===== src/rtl/axi_master_ctrl.sv =====
// AXI4 initiator: turns one cmd into one AXI4 burst; one transaction in flight; stream-side write/read data.
// Latency: cmd accept -> AW/ARVALID 1 cycle; last B/R handshake -> resp_valid 1 cycle.
// Backpressure: wr/rd streams are combinationally tied to W/R ready; optional watchdog via AXI_MASTER_TIMEOUT_EN.
module axi_master_ctrl #(
    parameter int DATA_WIDTH     = 32,
    parameter int ADDR_WIDTH     = 16,
    parameter int STRB_WIDTH     = DATA_WIDTH / 8,
    parameter int ID_WIDTH       = 8,
    parameter int TIMEOUT_CYCLES = 1024
) (
    input  logic                  clk,
    input  logic                  rst_n,
    input  logic                  cmd_valid,
    output logic                  cmd_ready,
    input  logic                  cmd_write,
    input  logic [ID_WIDTH-1:0]   cmd_id,
    input  logic [ADDR_WIDTH-1:0] cmd_addr,
    input  logic [7:0]            cmd_len,
    input  logic [2:0]            cmd_size,
    input  logic [1:0]            cmd_burst,
    input  logic                  wr_valid,
    output logic                  wr_ready,
    input  logic [DATA_WIDTH-1:0] wr_data,
    input  logic [STRB_WIDTH-1:0] wr_strb,
    output logic                  rd_valid,
    input  logic                  rd_ready,
    output logic [DATA_WIDTH-1:0] rd_data,
    output logic [ID_WIDTH-1:0]   rd_id,
    output logic                  rd_last,
    output logic                  resp_valid,
    input  logic                  resp_ready,
    output logic [ID_WIDTH-1:0]   resp_id,
    output logic                  resp_write,
    output logic [1:0]            resp_code,
    output logic                  err_timeout,
    output logic [ID_WIDTH-1:0]   m_axi_awid,
    output logic [ADDR_WIDTH-1:0] m_axi_awaddr,
    output logic [7:0]            m_axi_awlen,
    output logic [2:0]            m_axi_awsize,
    output logic [1:0]            m_axi_awburst,
    output logic                  m_axi_awlock,
    output logic [3:0]            m_axi_awcache,
    output logic [2:0]            m_axi_awprot,
    output logic                  m_axi_awvalid,
    input  logic                  m_axi_awready,
    output logic [DATA_WIDTH-1:0] m_axi_wdata,
    output logic [STRB_WIDTH-1:0] m_axi_wstrb,
    output logic                  m_axi_wlast,
    output logic                  m_axi_wvalid,
    input  logic                  m_axi_wready,
    input  logic [ID_WIDTH-1:0]   m_axi_bid,
    input  logic [1:0]            m_axi_bresp,
    input  logic                  m_axi_bvalid,
    output logic                  m_axi_bready,
    output logic [ID_WIDTH-1:0]   m_axi_arid,
    output logic [ADDR_WIDTH-1:0] m_axi_araddr,
    output logic [7:0]            m_axi_arlen,
    output logic [2:0]            m_axi_arsize,
    output logic [1:0]            m_axi_arburst,
    output logic                  m_axi_arlock,
    output logic [3:0]            m_axi_arcache,
    output logic [2:0]            m_axi_arprot,
    output logic                  m_axi_arvalid,
    input  logic                  m_axi_arready,
    input  logic [ID_WIDTH-1:0]   m_axi_rid,
    input  logic [DATA_WIDTH-1:0] m_axi_rdata,
    input  logic [1:0]            m_axi_rresp,
    input  logic                  m_axi_rlast,
    input  logic                  m_axi_rvalid,
    output logic                  m_axi_rready
);

    typedef enum logic [2:0] {S_IDLE, S_AW, S_W, S_B, S_AR, S_R, S_RESP} state_t;

    localparam logic [2:0] MAX_SIZE = 3'($clog2(STRB_WIDTH));

    state_t                state_q, state_d;
    logic                  cmd_ready_q, cmd_ready_d;
    logic                  awvalid_q, awvalid_d;
    logic                  arvalid_q, arvalid_d;
    logic                  bready_q, bready_d;
    logic                  resp_valid_q, resp_valid_d;
    logic [1:0]            resp_code_q, resp_code_d;
    logic [ADDR_WIDTH-1:0] addr_q, addr_d;
    logic [7:0]            len_q, len_d;
    logic [2:0]            size_q, size_d;
    logic [1:0]            burst_q, burst_d;
    logic [ID_WIDTH-1:0]   id_q, id_d;
    logic                  write_q, write_d;
    logic [7:0]            cnt_q, cnt_d;

    logic                  beat_last;
    logic                  aw_hs, w_hs, b_hs, ar_hs, r_hs;
    logic [1:0]            beat_code;
    logic                  unused_bid;

    // bid is irrelevant with a single outstanding transaction
    assign unused_bid = ^m_axi_bid;

    assign beat_last    = (cnt_q == len_q);
    assign m_axi_wvalid = wr_valid && (state_q == S_W);
    assign wr_ready     = m_axi_wready && (state_q == S_W);
    assign m_axi_wdata  = wr_data;
    assign m_axi_wstrb  = wr_strb;
    assign m_axi_wlast  = beat_last;
    assign m_axi_rready = rd_ready && (state_q == S_R);
    assign rd_valid     = m_axi_rvalid && (state_q == S_R);
    assign rd_data      = m_axi_rdata;
    assign rd_id        = m_axi_rid;
    assign rd_last      = beat_last;

    assign aw_hs = awvalid_q && m_axi_awready;
    assign ar_hs = arvalid_q && m_axi_arready;
    assign w_hs  = m_axi_wvalid && m_axi_wready;
    assign b_hs  = bready_q && m_axi_bvalid;
    assign r_hs  = m_axi_rvalid && m_axi_rready;

    always_comb begin
        state_d      = state_q;
        cmd_ready_d  = cmd_ready_q;
        awvalid_d    = awvalid_q;
        arvalid_d    = arvalid_q;
        bready_d     = bready_q;
        resp_valid_d = resp_valid_q;
        resp_code_d  = resp_code_q;
        addr_d       = addr_q;
        len_d        = len_q;
        size_d       = size_q;
        burst_d      = burst_q;
        id_d         = id_q;
        write_d      = write_q;
        cnt_d        = cnt_q;
        beat_code    = m_axi_rresp;
        // a misplaced rlast is reported as at least SLVERR
        if ((m_axi_rlast != beat_last) && (beat_code < 2'b10)) beat_code = 2'b10;
        case (state_q)
            S_IDLE: begin
                cmd_ready_d = 1'b1;
                if (cmd_valid && cmd_ready_q) begin
                    cmd_ready_d = 1'b0;
                    addr_d      = cmd_addr;
                    len_d       = cmd_len;
                    size_d      = (cmd_size > MAX_SIZE) ? MAX_SIZE : cmd_size;
                    burst_d     = cmd_burst;
                    id_d        = cmd_id;
                    write_d     = cmd_write;
                    cnt_d       = 8'd0;
                    resp_code_d = 2'b00;
                    if (cmd_write) begin
                        awvalid_d = 1'b1;
                        state_d   = S_AW;
                    end else begin
                        arvalid_d = 1'b1;
                        state_d   = S_AR;
                    end
                end
            end
            S_AW: if (aw_hs) begin
                awvalid_d = 1'b0;
                state_d   = S_W;
            end
            S_W: if (w_hs) begin
                cnt_d = cnt_q + 8'd1;
                if (beat_last) begin
                    bready_d = 1'b1;
                    state_d  = S_B;
                end
            end
            S_B: if (b_hs) begin
                bready_d     = 1'b0;
                resp_code_d  = m_axi_bresp;
                resp_valid_d = 1'b1;
                state_d      = S_RESP;
            end
            S_AR: if (ar_hs) begin
                arvalid_d = 1'b0;
                state_d   = S_R;
            end
            S_R: if (r_hs) begin
                cnt_d = cnt_q + 8'd1;
                if (beat_code > resp_code_q) resp_code_d = beat_code;
                if (beat_last) begin
                    resp_valid_d = 1'b1;
                    state_d      = S_RESP;
                end
            end
            S_RESP: if (resp_ready) begin
                resp_valid_d = 1'b0;
                cmd_ready_d  = 1'b1;
                state_d      = S_IDLE;
            end
            default: state_d = S_IDLE;
        endcase
    end

    always_ff @(posedge clk or negedge rst_n) begin
        if (!rst_n) begin
            state_q      <= S_IDLE;
            cmd_ready_q  <= 1'b0;
            awvalid_q    <= 1'b0;
            arvalid_q    <= 1'b0;
            bready_q     <= 1'b0;
            resp_valid_q <= 1'b0;
            resp_code_q  <= 2'b00;
            addr_q       <= '0;
            len_q        <= 8'd0;
            size_q       <= 3'd0;
            burst_q      <= 2'b00;
            id_q         <= '0;
            write_q      <= 1'b0;
            cnt_q        <= 8'd0;
        end else begin
            state_q      <= state_d;
            cmd_ready_q  <= cmd_ready_d;
            awvalid_q    <= awvalid_d;
            arvalid_q    <= arvalid_d;
            bready_q     <= bready_d;
            resp_valid_q <= resp_valid_d;
            resp_code_q  <= resp_code_d;
            addr_q       <= addr_d;
            len_q        <= len_d;
            size_q       <= size_d;
            burst_q      <= burst_d;
            id_q         <= id_d;
            write_q      <= write_d;
            cnt_q        <= cnt_d;
        end
    end

    assign cmd_ready     = cmd_ready_q;
    assign m_axi_awvalid = awvalid_q;
    assign m_axi_arvalid = arvalid_q;
    assign m_axi_bready  = bready_q;
    assign resp_valid    = resp_valid_q;
    assign resp_code     = resp_code_q;
    assign resp_id       = id_q;
    assign resp_write    = write_q;
    assign m_axi_awid    = id_q;
    assign m_axi_awaddr  = addr_q;
    assign m_axi_awlen   = len_q;
    assign m_axi_awsize  = size_q;
    assign m_axi_awburst = burst_q;
    assign m_axi_arid    = id_q;
    assign m_axi_araddr  = addr_q;
    assign m_axi_arlen   = len_q;
    assign m_axi_arsize  = size_q;
    assign m_axi_arburst = burst_q;
    assign m_axi_awlock  = 1'b0;
    assign m_axi_arlock  = 1'b0;
    assign m_axi_awcache = 4'b0011;
    assign m_axi_arcache = 4'b0011;
    assign m_axi_awprot  = 3'b000;
    assign m_axi_arprot  = 3'b000;

`ifdef AXI_MASTER_TIMEOUT_EN
    localparam int WD_W = $clog2(TIMEOUT_CYCLES + 1);
    localparam logic [WD_W-1:0] WD_LIM = WD_W'(TIMEOUT_CYCLES - 1);

    logic [WD_W-1:0] wd_q, wd_d;
    logic            err_q, err_d;
    logic            waiting;

    assign waiting = (state_q == S_AW) || (state_q == S_W) || (state_q == S_B) ||
                     (state_q == S_AR) || (state_q == S_R);

    // Flags a stall only; the FSM keeps waiting for the responder
    always_comb begin
        wd_d  = wd_q;
        err_d = err_q;
        if (!waiting || aw_hs || w_hs || b_hs || ar_hs || r_hs || (state_d != state_q)) begin
            wd_d = '0;
        end else if (wd_q == WD_LIM) begin
            err_d = 1'b1;
        end else begin
            wd_d = wd_q + 1'b1;
        end
    end

    always_ff @(posedge clk or negedge rst_n) begin
        if (!rst_n) begin
            wd_q  <= '0;
            err_q <= 1'b0;
        end else begin
            wd_q  <= wd_d;
            err_q <= err_d;
        end
    end

    assign err_timeout = err_q;
`else
    // No watchdog in this build: the flag is a constant low
    assign err_timeout = (TIMEOUT_CYCLES < 0);
`endif

endmodule


===== config.mk =====
export PLATFORM = sky130hd
export DESIGN_NAME = axi_master_ctrl
export DESIGN_NICKNAME = d
export VERILOG_FILES = /design/src/rtl/axi_master_ctrl.sv
export SDC_FILE = /design/constraint.sdc
export NUM_CORES = 1
export LEC_CHECK = 0
export ABC_CLOCK_PERIOD_IN_PS = 2100
export BUFFER_PORTS_ARGS = -buffer_cell sky130_fd_sc_hd__buf_2
export CORE_AREA = 4 4 126 128
export DETAILED_ROUTE_END_ITERATION = 12
export DIE_AREA = 0 0 130 132
export PLACE_DENSITY = 0.6
export REMOVE_ABC_BUFFERS = 1
export SLEW_MARGIN = 25
export SYNTH_ARGS = -nofsm -noshare
export SYNTH_HDL_FRONTEND = slang
export SYNTH_SLANG_ARGS = --single-unit

===== constraint.sdc =====
create_clock -name clk -period 2.1 [get_ports clk]
set_input_delay 0.315 -clock clk [delete_from_list [all_inputs] [get_ports clk]]
set_output_delay 0.315 -clock clk [all_outputs]
set_load 0.005 [all_outputs]

# After elaboration in Yosys (flattened, before gate mapping)

Index checks and enable logic that the tools add are counted.

Register bits: 56
Bits of input ports: 138
Output and inout bits: 189
Word-level logic and storage cells: 107

$add $sub $neg: 1
$lt $le $gt $ge: 3
Eq/ne operators: 20
Mux-type cells: 41
Reduce and logical (&&, ||, !) cells: 28

Operator list:

| operator                                             | count |
|---|---|
| two-way mux 3 bit                                    | 11 |
| two-way mux 8 bit                                    | 3 |
| one-hot mux 8 bit (3 select lines)                   | 1 |
| != test 2 bit (second input constant)                | 11 |
| one-hot mux 3 bit (7 select lines)                   | 1 |
| AND reduction 4 bit                                  | 4 |
| two-way mux 1 bit                                    | 14 |
| logical AND 1 bit                                    | 11 |
| two-way mux 2 bit                                    | 5 |
| AND reduction 5 bit                                  | 2 |
| equality test 3 bit (second input constant)          | 3 |
| AND reduction 9 bit                                  | 1 |
| nonzero test 3 bit                                   | 3 |
| adder 8 x 1 -> 8 bit (second input constant)         | 1 |
| equality test 8 bit                                  | 1 |
| one-hot mux 1 bit (2 select lines)                   | 4 |
| nonzero test 2 bit                                   | 4 |
| equality test 3 x 2 -> 1 bit (second input constant) | 2 |
| one-hot mux 2 bit (3 select lines)                   | 1 |
| AND reduction 2 bit                                  | 2 |
| equality test 3 x 1 -> 1 bit (second input constant) | 1 |
| > comparator 3 x 2 -> 1 bit (second input constant)  | 1 |
| zero test 3 bit                                      | 1 |
| one-hot mux 1 bit (3 select lines)                   | 1 |
| 4 further kinds                                      | 4 |

# Longest topological paths before layout

Gate-level depths: netlist of the first run.

Depth after elaboration: 8
Mapped depth: 11
Gate-level depth less buffers: 11

# Least setup slack after synthesis of the first run

Ideal clock, no wire load.

Kind: register to register
Start: reg cnt_q[4]
End: reg resp_code_q[1], in the netlist resp_code[1]
Setup time: 124 ps
Arrival: 2254 ps
Required time: 1976 ps
Slack: -278 ps
Cell stages (with the launch flop): 11
Buffers on the path: 0
Period minus slack after synthesis: 2378 ps
Cell sequence: dfrtp_1 -> xnor2_1 -> nand4_1 -> or3_1 -> and2_1 -> o21ai_0 -> ha_1 -> nand2_1 -> o211ai_1 -> a21o_1 -> o31a_1

Cells in the longest elaborated chain, start to end: 7
Elaborated cells between the ends (all ways): 10
Those cells by class: order compare (1); eq/ne (3); mux (4); reduce/logical (2)

RTL lines:

| what                                                                                       | RTL line | RTL |
|---|---|---|
| from (decl)                                                                                | 90       | `logic [7:0] cnt_q, cnt_d;` |
| from (signal assigned)                                                                     | 226      | `cnt_q <= cnt_d;` |
| equality test 8 bit *                                                                      | 100      | `assign beat_last = (cnt_q == len_q);` |
| != test 1 bit *                                                                            | 135      | `if ((m_axi_rlast != beat_last) && (beat_code < 2'b10)) beat_code = 2'b10;` |
| logical AND 1 bit *                                                                        | 135      |  |
| two-way mux 2 bit *                                                                        | 135      |  |
| > comparator 2 bit or two-way mux 2 bit (tied branches)                                    | 181      | `if (beat_code > resp_code_q) resp_code_d = beat_code;` |
| != test 2 x 1 -> 1 bit (no source line) or two-way mux 2 bit (tied branches)               | n/a      |  |
| AND reduction 5 bit (no source line) or one-hot mux 2 bit (3 select lines) (tied branches) | n/a      |  |
| to (signal assigned)                                                                       | 219      | `resp_code_q <= resp_code_d;` |
| to (decl)                                                                                  | 83       | `logic [1:0] resp_code_q, resp_code_d;` |

Every way passes the cells marked *; elsewhere a longest branch is shown, timed or not. The select of a mux whose other input is x is not followed.
A chain may end at the register's enable or synchronous reset.

# Worst setup path in the final report of the first run

Start: reg cnt_q[7]
End: reg resp_code_q[0], in the netlist resp_code[0]

Same word-level chain as after synthesis.

==> results.md, run 1 <==
* RSZ-0062 raised after global routing: true
* Largest net degree at the start of global routing at 40
* Max-Cap Viols at 0
* Synth top area share at 0.372
* Clock Latency Late Sink at 0.29 ns
* Seq cells post-synth at 56
* Register-to-Register Path Depth at 11
* Drt pass-1 iters at 4
* RR Startpoint: cnt_q[7]
* Port Buffer Count at 149
* Routed WL at 16.2 mm
* Relative slew slack at 0.626
* Worst Setup Start Kind: register
* Post-synthesis adder-cell area fraction at 0.00997
* Synth unique cells at 44
* Slew Viols, Final at 0
* Final Hold Viols at 0
* CP max-delay cell: or3_4
* Synth cell count leaders: 139 x buf_4, 128 x nand2_1, 56 x dfrtp_1
* R2R setup slack at -0.32 ns
* Initial antenna violation count at 1
* Reg2reg end: resp_code[0]
* Worst IR Drop VDD at 409 uV
* TritonCTS Buffers at 5
* Post-Synth XOR/XNOR Area at 0.0303
* Die outline area at 17200 um2
* Critical Path Sink Type: register
* Setup ws final at -0.323 ns
* Complex-gate fraction of the synthesized area at 0.0755
* Initial Utilization at 0.253
* Multiplexer share of the synthesized area at 0.00266
* Final instance area at 4230 um2
* Die Wd at 130 um
* Leak Pwr at 2.36 nW
* Most common cell in the netlist: buf_4
* Dpl hpwl at 13.8 mm
* Via/cell ratio at 4.33
* Placed cell count at 690
* Hold bufs inserted after CTS at 0
* Area Growth Syn to Fin at 12.3%
* Core area at 14900 um2
* Crit Path Max Fanout at 4
* Worst min-delay path class: input pin to async pin
* Layout cell share with drive strength beyond 1 at 0.400
* Largest family of logic cells by synthesized area: buffers and inverters
* Setup Crit Path Kind: register to register
* FMAX at 0.413 GHz
* Routed len/inst at 23.2 um
* Vias at 3038
* Remaining DRCs at 0
* Max Root-Sink Buffers at 2
* Main synth FF type: dfrtp_1
* Outcome: finished, violations left
* Clock Sinks at 56
* Ordered list of cells on the worst path: xnor2_1 -> nand4_1 -> or3_4 -> and2_4 -> nand2_4 -> ha_4 -> nor2b_4 -> o211ai_1 -> a21o_1 -> mux2i_1 -> o31ai_1
* H-tree depth at 2
* Slew @ Worst Pin at 0.561 ns
* # setup viols final at 2
* Tcrit/Tclk final at 1.15
* Ports at 327
* Antenna cells at 0
* Post-synth EDFFs at 0
* Min Clock Period, post-route at 2.42 ns
* Die height at 132 um
* Cell Count, Final, Fillers Out at 701
* Routability congestion estimate at 0.792
* Iteration-0 DRC count of the detailed router at 160
* Global route total overflow at 0
* CTS tree: done
* Failing checks: setup timing
* Register area share after synthesis at 0.372
* Post-Synth Simple-Gate Area at 0.203
* Crit path required time at 2.28 ns
* Worst path bufs/invs at 0
* Synth area leader: dfrtp_1
* Synthesis Warnings at 0
* Post-synthesis cell count at 458
* Synth area leaders: dfrtp_1 37%, buf_4 28%, nand2_1 13%
* First-pass GRT wire length at 22.1 mm
* P per Cell Area at 1350 nW/um2
* Post-synth ARST share at 1.00
* Crit path DAT at 2.60 ns
* Syn_area_per_cell at 8.22 um2
* GRT Total Usage at 0.182
* Slowest stage delay, CP at 0.40 ns
* Dpl cell area at 3980 um2
* Delay-heaviest family, CP: simple AND/OR/NAND/NOR gates
* Antenna viol nets, final at 0
* Synth Cell Area at 3760 um2
* Root Driver: clkbuf_16
* Final Net Count at 653
* Number of global-route vias before repair at 2891
* Reg clk slew, reported paths at 0.07 ns
* Core Rows at 45
* Clock Skew at 0.00646 ns
==> cells by family after synthesis <==
| group | Yosys count |
|---|---|
| flops | 56 |
| other cells | 2 |
| buf+inv | 161 |
| xor+xnor | 13 |
| fa+ha+maj | 3 |
| compound gates | 41 |
| mux | 1 |
| simple gates | 181 |
==> cells in the final DEF, fill, tap and decap left out, types with 2 or more instances in the layout <==
cell and n:
nor2b_1 2, o31ai_1 3, a22o_1 2, xor2_1 5, and3_1 10, nor2_1 16
a21oi_1 6, nor3_1 2, nand3_1 7, nand4_1 2, a31oi_1 4, o21ai_0 11
conb_1 17, nor2b_4 2, buf_12 2, inv_1 5, and2_1 3, buf_4 36
clkbuf_16 5, nand2_1 127, a32o_1 2, buf_2 147, clkbuf_1 2, dfrtp_1 56
buf_6 2, xnor2_1 8, ha_4 2
==> how the worst max path moves through the flow <==
stage                         from       endpoint  slack (ns)  depth (start not counted)
finish                    cnt_q[7]   resp_code[0]       -0.32                         11
detailed placement        cnt_q[4]   resp_code[0]       -0.35                         11
global route        m_axi_arlen[0]   resp_code[0]       -0.50                         11
global placement    m_axi_arlen[7]   resp_code[1]       -0.32                         10
CTS                       cnt_q[7]   resp_code[0]       -0.36                         11
floorplan               state_q[0]  m_axi_awvalid       -0.62                          4
==> power breakdown <==
part           internal (mW)  total [mW]  switching [mW]  leakage, nW
Sequential              1.52        1.86           0.339        0.706
Combinational           1.48        2.97            1.49         1.58
Clock                  0.478       0.867           0.389       0.0712
==> worst reg2reg max path, stage by stage, from the launching register on <==
cell      delay (ns)
dfrtp_1         0.39
xnor2_1         0.17
nand4_1         0.17
or3_4           0.40
and2_4          0.19
nand2_4         0.06
ha_4            0.19
nor2b_4         0.12
o211ai_1        0.15
a21o_1          0.21
mux2i_1         0.19
o31ai_1         0.08
==> area by class of cell <==
class / instances / area [um2]
clock buffers: 8 / 146
repair buffers: 187 / 1070
fillers: 1634 / 10600
inverters: 6 / 25.0
well taps: 188 / 235
multi-input cells: 256 / 1350
flip-flops and latches: 56 / 1400
==> routing by layer <==
layer,vias to the layer above,routed length [um],part of all wire,global-route usage
met5,-,239,0.015,0.0912
met2,304,6650,0.41,0.257
li1,1415,-,-,-
met4,8,112,0.0069,0.0248
met1,1298,4270,0.26,0.151
met3,13,4970,0.31,0.250
==> what timing repair did <==
| action | in CTS | in global routing |
|---|---|---|
| pin swaps | 8 | 10 |
| cloned | 0 | 0 |
| endpoints found under the hold margin | 0 | 0 |
| setup buffers | 5 | 1 |
| gates resized for setup | 14 | 7 |
| setup endpoints to repair | 2 | 6 |
==> state kept, by name, indices dropped and copies added, names as in the netlist, 2 cells and up <==
| register | flops |
|---|---|
| m_axi_arsize | 3 |
| m_axi_arburst | 2 |
| state_q | 3 |
| m_axi_araddr | 16 |
| m_axi_arlen | 8 |
| m_axi_arid | 8 |
| resp_code | 2 |
| cnt_q | 8 |
==> per-stage QoR <==
stage	power, mW	setup TNS, ns	util	hold slack [ns]	worst slack [ns]
floorplan	3.16	-21.65	-	0.0194	-0.618
global placement	4.76	-0.644	0.268	0.348	-0.323
detailed placement	4.79	-0.703	0.268	0.341	-0.354
CTS	5.84	-0.971	0.284	0.0198	-0.360
global route	6.24	-0.973	0.284	0.0342	-0.497
finish	5.70	-0.632	0.284	0.00402	-0.323
Power figures use the tool's default switching activity.
==> run 2, diff against run 1 <==
Settings changed: CORE_AREA 4 4 126 128 to 5 5 123 125, DIE_AREA 0 0 130 132 to 0 0 128 130, PLACE_DENSITY 0.6 to 0.63.
==> results.md, run 2 (same netlist as run 1, synthesis figures left out) <==
* Area Growth Syn to Fin at 12.4%
* Final Net Count at 658 (+0.77%)
* Core Rows at 43 (-4.4%)
* Outcome: finished, violations left
* Relative slew slack at 0.647 (+0.0208)
* P per Cell Area at 1390 nW/um2 (+3.0%)
* Clock Sinks at 56 (unchanged)
* Most frequent cells in the layout: 148 x buf_2, 127 x nand2_1, 56 x dfrtp_1, 41 x buf_4, 17 x conb_1
* Iteration-0 DRC count of the detailed router at 96 (-40%)
* Multi-input logic area at 1320 um2 (-2.4%)
* TritonCTS Buffers at 5 (unchanged)
* Worst min-delay path class: input pin to register
* Number of global-route vias before repair at 2991 (+3.5%)
* Register-to-Register Path Depth at 11 (unchanged)
* Remaining DRCs at 0 (unchanged)
* Die Wd at 128 um (-1.5%)
* Slew Viols, Final at 0 (unchanged)
* Cell Count, Final, Fillers Out at 698 (-0.43%)
* Worst IR Drop VDD at 443 uV (+8.3%)
* Layout cell share with drive strength beyond 1 at 0.402 (+0.00193)
* Placed cell count at 683 (-1.0%)
* CTS tree: done
* RSZ-0062 raised after global routing: true
* Slew @ Worst Pin at 0.516 ns (-0.0445 ns)
* Dpl hpwl at 14.3 mm (+4.2%)
* Crit Path Max Fanout at 4 (unchanged)
* Die height at 130 um (-1.5%)
* Root Driver: clkbuf_16
* Drt pass-1 iters at 4 (unchanged)
* Antenna viol nets, final at 0 (unchanged)
* # setup viols final at 2 (unchanged)
* Clock Skew at 0.00474 ns (-0.00172 ns)
* Slowest stage delay, CP at 0.40 ns (about the same)
* Global route total overflow at 0 (unchanged)
* Die outline area at 16600 um2 (-3.0%)
* Critical Path Sink Type: register
* Design Power at 5.88 mW (+3.1%)
* Via/cell ratio at 4.37 (+0.89%)
* Filler Cell Count at 1518 (-7.1%)
* Min Clock Period, post-route at 2.45 ns (+0.0276 ns)
* Commonest non-fill, non-tap cell in the layout: buf_2
* Register area at 1400 um2 (unchanged)
* Max reg flops at 16 (unchanged)
* Initial antenna violation count at 2 (+1)
* Port Buffer Count at 149 (unchanged)
* Final instance area at 4230 um2 (+0.12%)
* Worst hold slack at 0.195 ns (+0.191 ns)
* Ports at 327 (unchanged)
* Tcrit/Tclk final at 1.17 (+0.0131)
* GRT Total Usage at 0.198 (+0.0162)
* Max Root-Sink Buffers at 2 (unchanged)
* FMAX at 0.408 GHz (-1.1%)
* H-tree depth at 2 (unchanged)
* Crit path DAT at 2.66 ns (+0.06 ns)
* Antenna cells at 0 (unchanged)
* Routed len/inst at 24.4 um (+5.1%)
* Setup ws final at -0.351 ns (-0.0276 ns)
* Leak Pwr at 2.39 nW (+1.0%)
* Routed WL at 17.0 mm (+4.6%)
* Vias at 3052 (+0.46%)
* Ordered list of cells on the worst path: xnor2_1 -> nand4_1 -> or3_4 -> and2_4 -> o21ai_1 -> ha_1 -> nand2_1 -> o211ai_1 -> a21o_1 -> buf_4 -> o31ai_1
* Setup Crit Path Kind: register to register
* Worst Setup Start Kind: register
* CP max-delay cell: dfrtp_1
* Setup tns final at -0.677 ns (-0.0457 ns)
* Largest net degree at the start of global routing at 40 (unchanged)
* Initial Utilization at 0.273 (+0.0201)
* Routability congestion estimate at 0.809 (+2.2%)
* Core area at 13800 um2 (-7.3%)
* Failing checks: setup timing
* Clock Latency Late Sink at 0.30 ns (about the same)
* Hold depth at 3
* Reg clk slew, reported paths at 0.08 ns (about the same)
* Crit path required time at 2.31 ns (+0.03 ns)
* First-pass GRT wire length at 22.9 mm (+3.7%)
* Dpl cell area at 3970 um2 (-0.38%)
* Max-Cap Viols at 0 (unchanged)
* Final Hold Viols at 0 (unchanged)
==> run 2: per-layer routing <==
metal,up-vias,share of wire,track usage
met3,17,0.29,0.267
met5,-,0.012,0.0735
met1,1308,0.27,0.153
li1,1430,-,-
met4,8,0.018,0.0481
met2,289,0.41,0.288
==> run 2: power by group <==
group / switching, mW / total [mW] / leakage, nW / internal, mW
sequential: 0.365 / 1.88 / 0.706 / 1.52
combinational: 1.50 / 3.00 / 1.60 / 1.51
clock: 0.422 / 0.991 / 0.0840 / 0.568
total: 2.28 / 5.88 / 2.39 / 3.59
==> run 2: final cells by class <==
cell class	count	area share
sequential	56	0.331
multi-input combinational	256	0.311
timing repair buffer	192	0.258
tap	180	0.0532
clock buffer	5	0.0296
clock inverter	3	0.0112
inverter	6	0.00591
==> run 2: worst max-delay path, delay by kind of cell, from the launching register on <==
family | cells | cell delay (ns)
AND/OR/NAND/NOR | 4 | 0.81
adder cells (fa/ha/maj) | 1 | 0.24
AO/OA/AOI/OAI | 4 | 0.60
flip-flops | 1 | 0.40
buffers and inverters | 1 | 0.14
XOR/XNOR | 1 | 0.16
==> run 2: stage by stage <==
stage	util	setup WS, ns
3_5_place_dp	0.288	-0.354
5_1_grt	0.307	-0.537
4_1_cts	0.307	-0.333
2_1_floorplan	-	-0.618
6_report	0.307	-0.351
3_3_place_gp	0.288	-0.315
==> run 2: repair_timing <==
| item | 4_1_cts | 5_1_grt |
|---|---|---|
| resized for setup | 9 | 4 |
| buffers inserted | 8 | 3 |
| endpoints found under the setup margin | 4 | 5 |
| endpoints found under the hold margin | 17 | 0 |
| pin swaps | 3 | 2 |
| hold buffers | 1 | 0 |
==> run 2: path summary, 6_finish.rpt <==
path | slack [ns] | start | endpoint
max | -0.35 | m_axi_arlen[7] | resp_code[0]
min | 0.20 | cmd_addr[5] | m_axi_araddr[5]
max reg2reg | -0.35 | m_axi_arlen[7] | resp_code[0]
min reg2reg | 0.50 | m_axi_arburst[0] | m_axi_arburst[0]
max in group asynchronous | 1.02 | rst_n | m_axi_araddr[14]
min in group asynchronous | 0.50 | rst_n | cnt_q[6]
